**src/rtl/dmem_arbiter.sv**
```systemverilog
`default_nettype none
// ============================================================================
// Module   : dmem_arbiter
// Purpose  : Round-robin arbiter sharing one data memory between the CPU
//            load/store path and the program/data loader. Each accepted
//            access is latched, driven to memory for one cycle and answered
//            with a one-cycle response pulse.
// Revision : 1.0  initial release
// ============================================================================
module dmem_arbiter #(
  parameter int DEPTH  = 128,
  parameter int DATA_W = 32
) (
  input  logic              clk_i,
  input  logic              rst_ni,
  // CPU port
  input  logic              cpu_req_i,
  input  logic              cpu_we_i,
  input  logic [31:0]       cpu_addr_i,
  input  logic [DATA_W-1:0] cpu_wdata_i,
  output logic              cpu_gnt_o,
  output logic              cpu_rvalid_o,
  output logic [DATA_W-1:0] cpu_rdata_o,
  // Loader port
  input  logic              dma_req_i,
  input  logic              dma_we_i,
  input  logic [31:0]       dma_addr_i,
  input  logic [DATA_W-1:0] dma_wdata_i,
  output logic              dma_gnt_o,
  output logic              dma_rvalid_o,
  output logic [DATA_W-1:0] dma_rdata_o,
  // Shared response flag
  output logic              rsp_err_o,
  // Memory side
  output logic [31:0]       mem_addr_o,
  output logic [DATA_W-1:0] mem_wdata_o,
  output logic              mem_read_o,
  output logic              mem_write_o,
  input  logic [DATA_W-1:0] mem_rdata_i,
  output logic              busy_o
);

  localparam logic [29:0] c_DEPTH = 30'(DEPTH);

  typedef enum logic [1:0] {
    S_IDLE   = 2'd0,
    S_ACCESS = 2'd1,
    S_RESP   = 2'd2
  } state_e;

  // Owner encoding: 0 = CPU, 1 = loader
  state_e              state_q, state_d;
  logic                owner_q;
  logic                last_owner_q;
  logic                we_q;
  logic [29:0]         word_q;
  logic [DATA_W-1:0]   wdata_q;
  logic                err_q;
  logic [DATA_W-1:0]   rdata_q;

  logic                w_cpu_win;
  logic                w_dma_win;
  logic                w_grant;
  logic                w_in_range;
  logic                w_resp;

  // On a tie the requester that did not win last time takes the slot.
  assign w_cpu_win  = cpu_req_i & (~dma_req_i | last_owner_q);
  assign w_dma_win  = dma_req_i & ~w_cpu_win;
  assign w_in_range = (word_q < c_DEPTH);
  assign w_resp     = (state_q == S_RESP);

  // Next-state, grant and memory strobe decode; grants are blocked while in reset.
  always_comb begin
    state_d     = state_q;
    cpu_gnt_o   = 1'b0;
    dma_gnt_o   = 1'b0;
    mem_read_o  = 1'b0;
    mem_write_o = 1'b0;
    w_grant     = 1'b0;
    case (state_q)
      S_IDLE, S_RESP: begin
        cpu_gnt_o = rst_ni & w_cpu_win;
        dma_gnt_o = rst_ni & w_dma_win;
        w_grant   = rst_ni & (w_cpu_win | w_dma_win);
        state_d   = w_grant ? S_ACCESS : S_IDLE;
      end
      S_ACCESS: begin
        mem_read_o  = w_in_range & ~we_q;
        mem_write_o = w_in_range & we_q;
        state_d     = S_RESP;
      end
      default: state_d = S_IDLE;
    endcase
  end

  // State register; async reset aborts any in-flight access immediately.
  always_ff @(posedge clk_i or negedge rst_ni) begin
    if (!rst_ni) state_q <= S_IDLE;
    else         state_q <= state_d;
  end

  // Latch the winner's request on grant and capture the access result in ACCESS.
  always_ff @(posedge clk_i or negedge rst_ni) begin
    if (!rst_ni) begin
      owner_q      <= 1'b0;
      last_owner_q <= 1'b1;
      we_q         <= 1'b0;
      word_q       <= '0;
      wdata_q      <= '0;
      err_q        <= 1'b0;
      rdata_q      <= '0;
    end else begin
      if (w_grant) begin
        owner_q      <= w_dma_win;
        last_owner_q <= w_dma_win;
        we_q         <= w_dma_win ? dma_we_i         : cpu_we_i;
        word_q       <= w_dma_win ? dma_addr_i[31:2] : cpu_addr_i[31:2];
        wdata_q      <= w_dma_win ? dma_wdata_i      : cpu_wdata_i;
      end
      if (state_q == S_ACCESS) begin
        err_q   <= ~w_in_range;
        rdata_q <= (~we_q & w_in_range) ? mem_rdata_i : '0;
      end
    end
  end

  assign cpu_rvalid_o = w_resp & ~owner_q;
  assign dma_rvalid_o = w_resp & owner_q;
  assign cpu_rdata_o  = cpu_rvalid_o ? rdata_q : '0;
  assign dma_rdata_o  = dma_rvalid_o ? rdata_q : '0;
  assign rsp_err_o    = w_resp & err_q;
  assign mem_addr_o   = {word_q, 2'b00};
  assign mem_wdata_o  = wdata_q;
  assign busy_o       = (state_q != S_IDLE);

endmodule
`default_nettype wire
```
**config.mk**
```make
export PLATFORM = sky130hd
export DESIGN_NAME = dmem_arbiter
export DESIGN_NICKNAME = d
export VERILOG_FILES = /design/src/rtl/dmem_arbiter.sv
export SDC_FILE = /design/constraint.sdc
export NUM_CORES = 1
export LEC_CHECK = 0
export ABC_CLOCK_PERIOD_IN_PS = 3300
export CORE_AREA = 2 2 117 119
export CTS_BUF_LIST = sky130_fd_sc_hd__clkbuf_4 sky130_fd_sc_hd__clkbuf_8
export DETAILED_ROUTE_END_ITERATION = 8
export DIE_AREA = 0 0 119 121
export PLACE_DENSITY = 0.83
export SYNTH_ARGS = -nofsm -noshare
export SYNTH_HDL_FRONTEND = slang
export SYNTH_SLANG_ARGS = --single-unit
```
**constraint.sdc**
```tcl
create_clock -name clk_i -period 3.3 [get_ports clk_i]
set_clock_uncertainty 0.15 [all_clocks]
set_input_delay 0.66 -clock clk_i [delete_from_list [all_inputs] [get_ports clk_i]]
set_output_delay 0.66 -clock clk_i [all_outputs]
set_load 0.01 [all_outputs]
```
# ---- After elaboration in Yosys (flattened, before gate mapping)
# Cells that the tools add are included.
dict set report word_totals {
  inputBits 166
  ff_bits 100
  wordCells 44
  out_inout_bits 136
}
dict set report classes {
  muxes 13
  eq_ne 2
  reduce_logical 3
  n_lt_le_gt_ge 1
  bitwise_logic 17
}
# cell count
set ops {}
lappend ops {{32-bit 2-to-1 mux} 4}
lappend ops {{30-bit by 8-bit less-than comparator with 1-bit output, second input constant} 1}
lappend ops {{30-bit 2-to-1 mux} 1}
lappend ops {{1-bit bitwise AND} 10}
lappend ops {{1-bit 2-to-1 mux} 7}
lappend ops {{1-bit NOT} 5}
lappend ops {{2-bit case mux with 2 select lines} 1}
lappend ops {{2-bit by 1-bit == test with 1-bit output, second input constant} 1}
lappend ops {{2-bit == test, second input constant} 1}
lappend ops {{2-bit logical NOT} 1}
lappend ops {{1-bit bitwise OR} 2}
lappend ops {{2-bit nonzero test} 1}
lappend ops {{2-bit OR reduction} 1}

# ---- Logic depth before layout (Yosys ltp)
# Gate-level depths: netlist of run 1.
dict set report depth {
  word_depth 9
  ltp_mapped 6
  depth_no_buf 4
}

# ---- Least setup slack after synthesis of run 1
# No wires, ideal clock.
dict set report synth_timing {
  kind {reg2out}
  start {register word_q[15]}
  end {output mem_read_o}
  stages_incl_launch_ff 5
  required_time_ns 2.490
  t_arrival_ns 1.463
  n_path_buf 1
  path_slack_ns 1.027
  path_cell_list {dfrtp_1 nor4_1 nand2_1 clkbuf_1 nor4_1}
}
dict set report synth_via {
  elab_chain_cells 3
}
# element line
set synth_rtl {}
lappend synth_rtl {{start, declared} 56} ;# logic [29:0] word_q;
lappend synth_rtl {{start signal, assigned} 118} ;# word_q <= w_dma_win ? dma_addr_i[31:2] : cpu_addr_i[31:2];
lappend synth_rtl {{30-bit by 8-bit less-than comparator with 1-bit output} 70} ;# assign w_in_range = (word_q < c_DEPTH);
lappend synth_rtl {{1-bit bitwise AND} 89} ;# mem_read_o = w_in_range & ~we_q;
lappend synth_rtl {{1-bit 2-to-1 mux} 81} ;# case (state_q)
lappend synth_rtl {{end, declared} 37} ;# output logic mem_read_o,
# Every way passes these cells.

# ---- Final worst setup path of run 1
dict set report layout_timing {
  start {register word_q[11]}
  end {output mem_read_o}
}
# Same word-level chain as after synthesis.

==> results of run 1 <==
-- registers in the layout (all words and copies together) (netlist names) --
signal	cells
owner_q	1
rdata_q	32
mem_wdata_o	32
last_owner_q	1
we_q	1
err_q	1
state_q	2
word_q	30
-- per-layer routing --
layer / track usage / up-vias
li1: - / 2415
met1: 0.2627 / 2472
met2: 0.4285 / 224
met3: 0.04464 / 29
met4: 0.09003 / 0
met5: 0 / -
-- through the flow --
step	instances	hold slack, ns
after floorplan	533	0.2144
after global placement	966	0.3170
after detailed placement	966	0.3318
after CTS	982	0.1758
after global routing	982	0.1974
final	982	0.1869
-- critical path, cell delays in order, from the launching register on --
cell             delay (ns)
dfrtp_1                0.41
nor4_1                 0.47
nand2_1                0.19
nor4_1                 0.26
clkdlybuf4s50_1        0.61
-- area by class of cell --
class	instances	area (um2)	area share
clock inverter	7	60.06	0.007042
multi-input combinational	378	2520	0.2955
clock buffer	9	123.9	0.01452
timing repair buffer	308	3085	0.3618
inverter	4	15.01	0.001761
sequential	100	2504	0.2936
tap	176	220.2	0.02582
-- power by group through the flow --
stage	Clock, mW	Sequential, mW	Combinational, mW
global placement	0	1.50	1.05
floorplan	0	1.56	0.365
detailed placement	0	1.51	1.08
finish	0.734	1.49	1.07
CTS	0.759	1.49	1.09
global route	0.814	1.51	1.16
-- kinds of logic (layout without fill, tap and decap cells) --
logic type	after synthesis	in the layout	synth area share
other	1	2	0.0007175
buffers and inverters	55	328	0.04788
flip-flops	100	100	0.4791
multiplexers	63	63	0.1207
AND/OR/NAND/NOR	149	149	0.1673
AO/OA/AOI/OAI	164	164	0.1843
-- placed cells by master (no fill, tap or decap), types with 2 or more instances in the layout --
cell type,instances
a21o_1,2
and2_1,65
and3b_1,2
buf_12,3
buf_4,11
clkbuf_8,9
clkdlybuf4s50_1,294
clkinv_4,4
conb_1,2
dfrtp_1,99
inv_1,3
inv_6,2
mux2i_1,63
nand2_1,34
nand3_1,32
nor4_1,4
nor4_4,3
o21ai_0,105
o21ai_1,21
o31ai_1,22
o31ai_2,10
-- final timing paths --
| path | start | to | slack, ns | depth (start not counted) |
|---|---|---|---|---|
| max in group asynchronous | rst_ni | mem_wdata_o[10] | 1.60 | 3 |
| min reg2reg | rdata_q[25] | rdata_q[25] | 0.35 | 2 |
| max reg2reg | state_q[0] | word_q[3] | 1.21 | 3 |
| min | rst_ni | rdata_q[30] | 0.19 | 2 |
| min in group clk_i | rdata_q[25] | rdata_q[25] | 0.35 | 2 |
| max | word_q[11] | mem_read_o | 0.18 | 4 |
==> run metrics, run 1 <==
Synth top cells by count o21ai_0, dfrtp_1, and2_1; Peak VDD IR 0.2800 mV; cell taking the most area after synthesis dfrtp_1; fillers 1039; vias in the first global route 5139; IO Count 302; Clock Tree Root clkbuf_8; CTS Hold Buffers Added 0; grt total ovfl 0; layout cells sized above 1 0.06576; Hold Path Class in2async; status finished clean; worst-skew pair later-pin latency 0.36 ns; Hold Vio Cnt, Final 0; drt pass-1 iters 4; post-CTS setup buffers 0; CTS tree built; Clock Pin Slew Worst Setup and Hold Paths 0.10 ns; Post-DP HPWL 12.58 mm; count leader, synth o21ai_0; Area Overhead vs Synth 63.18%; Critical Path Fanout Max 4; count of flip-flops with a built-in enable after synthesis 0; Slew Limit Headroom 0.2988; CP Capture Type output port; Switching Power 1.062 mW; core region area 0.01309 mm2; nets 967; Port-buffer cells 295; top cells by area, synth dfrtp_1, mux2i_1, o21ai_0; Worst EP arrival 2.31 ns; Pwr per Cell Area 386.6 mW/mm2; Die H 121 um; total track usage 0.2316; Final min period 3.122 ns; Placement Cell Area 0.008344 mm2; Slew Limit Fails 0; pin count of the biggest net entering global routing 69; 1st-iter DRT viols 377; Initial Utilization 0.3994; final worst-path cycle share 0.9460; syn_area_per_cell 9.824 um2; post_cts resized 0; DRC 0; Die W 119 um; GP Congestion 0.8287; Antenna diodes 0; cell row count 42; first-pass GRT wire length 26.39 mm; critical path type reg2out; Lkg Pwr 3.441 nW; Clk network pwr share 0.223; Comb power frac 0.326; internal power 2.235 mW; PnR worst setup slack 0.1784 ns; Reg power frac 0.451; Post-Syn Area 0.005226 mm2; Setup Viol. Count Final 0; fmax 320.3 MHz; Power, Total 3.297 mW; finished layout cell area 0.008528 mm2; Max-cap violations 0; vias per inst 5.234; Netlist cell types 32; met3 WL 1.045 mm; Yosys top cell area share 0.4740; Async SR Flop Fraction 1.000; M1 WL 6.480 mm; worst slew pin tran 1.052 ns; CP Data Required Time 2.49 ns; Switching Fraction 0.3221; DR top layer met4; vias 5140; Synth Flop Type dfrtp_1; Ys Warns 0; drt total wl 16.66 mm; wire per inst 16.97 um; number of CTS-inserted buffers 9; clk buf depth 2; final core utilization 0.6518; routed length on met2 8.692 mm; Synth Register Bits 100; setup TNS 0 ns; Antenna Nets Post-Route 0; RSZ-0062 raised after global routing false; H-tree depth 3; DIE AREA 0.01440 mm2; pre-CTS setup slack 0.2258 ns; register area share after synthesis 0.4791; CP Launch Type flip-flop; initial antenna violation count 0; CTS Sinks 100; Post-Syn Instances 532
Note: power is estimated with default switching activity, not from simulation.
==> run 2, diff against run 1 <==
--- a/config.mk
+++ b/config.mk
@@ -10,7 +10,8 @@
 export CTS_BUF_LIST = sky130_fd_sc_hd__clkbuf_4 sky130_fd_sc_hd__clkbuf_8
 export DETAILED_ROUTE_END_ITERATION = 8
 export DIE_AREA = 0 0 119 121
-export PLACE_DENSITY = 0.83
+export GPL_ROUTABILITY_DRIVEN = 0
+export PLACE_DENSITY = 0.95
 export SYNTH_ARGS = -nofsm -noshare
 export SYNTH_HDL_FRONTEND = slang
 export SYNTH_SLANG_ARGS = --single-unit
==> run metrics, run 2 (same netlist as run 1, synthesis figures left out) <==
buffers and inverters on the worst path 1 (unchanged); clk buf depth 2 (unchanged); drt pass-1 iters 4 (unchanged); drt total wl 16.82 mm (+0.94%); vias per inst 5.152 (-1.6%); Comb power frac 0.321 (-0.005); Slew Limit Headroom 0.3852 (+0.08632); CTS Sinks 100 (unchanged); fmax 322.7 MHz (+0.75%); vias in the first global route 5100 (-0.76%); layout cells sized above 1 0.07054 (+0.004788); grt total ovfl 0 (unchanged); Die W 119 um (unchanged); Area Overhead vs Synth 63.73%; Setup Viol. Count Final 0 (unchanged); Pwr per Cell Area 390.2 mW/mm2 (+0.94%); Port-buffer cells 295 (unchanged); Crit Reg-Reg Startpoint word_q[21]; met1 usage 0.2702 (+0.007531); critical path type reg2out; internal power 2.299 mW (+2.9%); Fin Hold WS 0.1591 ns (-0.02783 ns); total track usage 0.2325 (+0.0008693); Antenna diodes 0 (unchanged); Die H 121 um (unchanged); CP Data Required Time 2.49 ns (about the same); largest stage delay on the critical path 0.61 ns (about the same); Clock Pin Slew Worst Setup and Hold Paths 0.10 ns (about the same); final worst-path cycle share 0.9389 (-0.007032); setup TNS 0 ns (unchanged); wire per inst 17.09 um (+0.74%); GRT Max-Usage Layer met2; worst slew pin tran 0.9223 ns (-0.1295 ns); H-tree depth 3 (unchanged); worst-skew pair later-pin latency 0.36 ns (about the same); Final min period 3.098 ns (-0.02321 ns); commonest non-fill, non-tap cell in the layout clkdlybuf4s50_1; number of CTS-inserted buffers 9 (unchanged); Critical Path Fanout Max 3 (-1); RSZ-0062 raised after global routing false; instance count on the critical path 4 (unchanged); CP top delay family simple AND/OR/NAND/NOR gates; Switching Power 1.040 mW (-2.1%); DRC 0 (unchanged); Critical Path Start word_q[21]; fillers 1027 (-1.2%); met3 usage 0.06203 (+0.01739); Lkg Pwr 3.450 nW (+0.24%); Switching Fraction 0.3115 (-0.01061); Reg2Reg Capture Point err_q; most frequent cells in the layout clkdlybuf4s50_1, o21ai_0, dfrtp_1, and2_1, mux2i_1; Reg power frac 0.445 (-0.006); Worst EP arrival 2.29 ns (-0.02 ns); Max-cap violations 0 (unchanged); Clk network pwr share 0.234 (+0.011); Worst Setup EP mem_write_o; worst-path cell chain nor4_4 -> nand4_4 -> nor4_2 -> clkdlybuf4s50_1; Antenna Nets Post-Route 0 (unchanged); Slew Limit Fails 0 (unchanged); Initial Utilization 0.3994 (unchanged); Peak VDD IR 0.2464 mV (-12%); Reg2Reg Setup Slack 1.41 ns (+0.20 ns); Hold Path Class in2async; pin count of the biggest net entering global routing 73 (+5.8%); CP Launch Type flip-flop; GR Layer Usage met2 0.4203 (-0.008261); 1st-iter DRT viols 348 (-7.7%); Placed Cells 969 (+0.31%); first-pass GRT wire length 26.43 mm (+0.13%); worst r2r path cells 4 (+1); core region area 0.01309 mm2 (unchanged); CP Capture Type output port; IO Count 302 (unchanged); vias 5070 (-1.4%); CTS tree built; CP max stage cell clkdlybuf4s50_1; CTS Hold Buffers Added 0 (unchanged); non-filler instance count after layout 984 (+0.20%); Clock Tree Root clkbuf_8; Post-DP HPWL 12.90 mm (+2.6%); status finished clean; Hold Vio Cnt, Final 0 (unchanged); DIE AREA 0.01440 mm2 (unchanged); nets 970 (+0.31%); cell row count 42 (unchanged); initial antenna violation count 0 (unchanged)
==> run 2: layout make-up <==
class                      count  area, um2  area share
clock buffer                   9      123.9     0.01448
multi-input combinational    378       2532      0.2959
sequential                   100       2504      0.2926
clock inverter                 6      66.31    0.007750
timing repair buffer         311       3095      0.3617
tap                          176      220.2     0.02573
inverter                       4      15.01    0.001755
==> run 2: repair_timing <==
item,in CTS,in global routing
gates cloned,0,0
pin swaps,0,0
setup buffers,0,0
gates resized for setup,1,1
endpoints found under the setup margin,1,1
==> run 2: metal layers <==
layer  vias up  routed length, um
li1       2416                  -
met1      2383               6592
met2       241               8588
met3        30               1196
met4         0                443
met5         -                  0
==> run 2: worst min path at each step <==
stage / start / to / slack, ns / depth (start not counted)
2_1_floorplan: rst_ni / err_q / 0.21 / 0
3_3_place_gp: rdata_q[18] / rdata_q[18] / 0.32 / 2
3_5_place_dp: rdata_q[17] / rdata_q[17] / 0.33 / 2
4_1_cts: rst_ni / rdata_q[8] / 0.16 / 2
5_1_grt: rst_ni / rdata_q[10] / 0.17 / 2
6_report: rst_ni / rdata_q[9] / 0.16 / 2
==> run 2: stage by stage <==
stage | total power [mW] | util | setup WS [ns] | cell area, um2
6_report | 3.339 | 0.6539 | 0.2016 | 8557
3_3_place_gp | 2.552 | 0.6385 | 0.2719 | 8354
5_1_grt | 3.521 | 0.6539 | 0.02902 | 8557
2_1_floorplan | 1.923 | - | 1.027 | 5230
4_1_cts | 3.364 | 0.6535 | 0.01590 | 8551
3_5_place_dp | 2.588 | 0.6385 | 0.2532 | 8354
==> run 2: power groups by stage <==
stage	registers, mW	clock network, mW	logic (mW)
detailed placement	1.51	0	1.08
CTS	1.49	0.795	1.08
global placement	1.50	0	1.05
finish	1.49	0.781	1.07
global route	1.51	0.859	1.15
floorplan	1.56	0	0.365
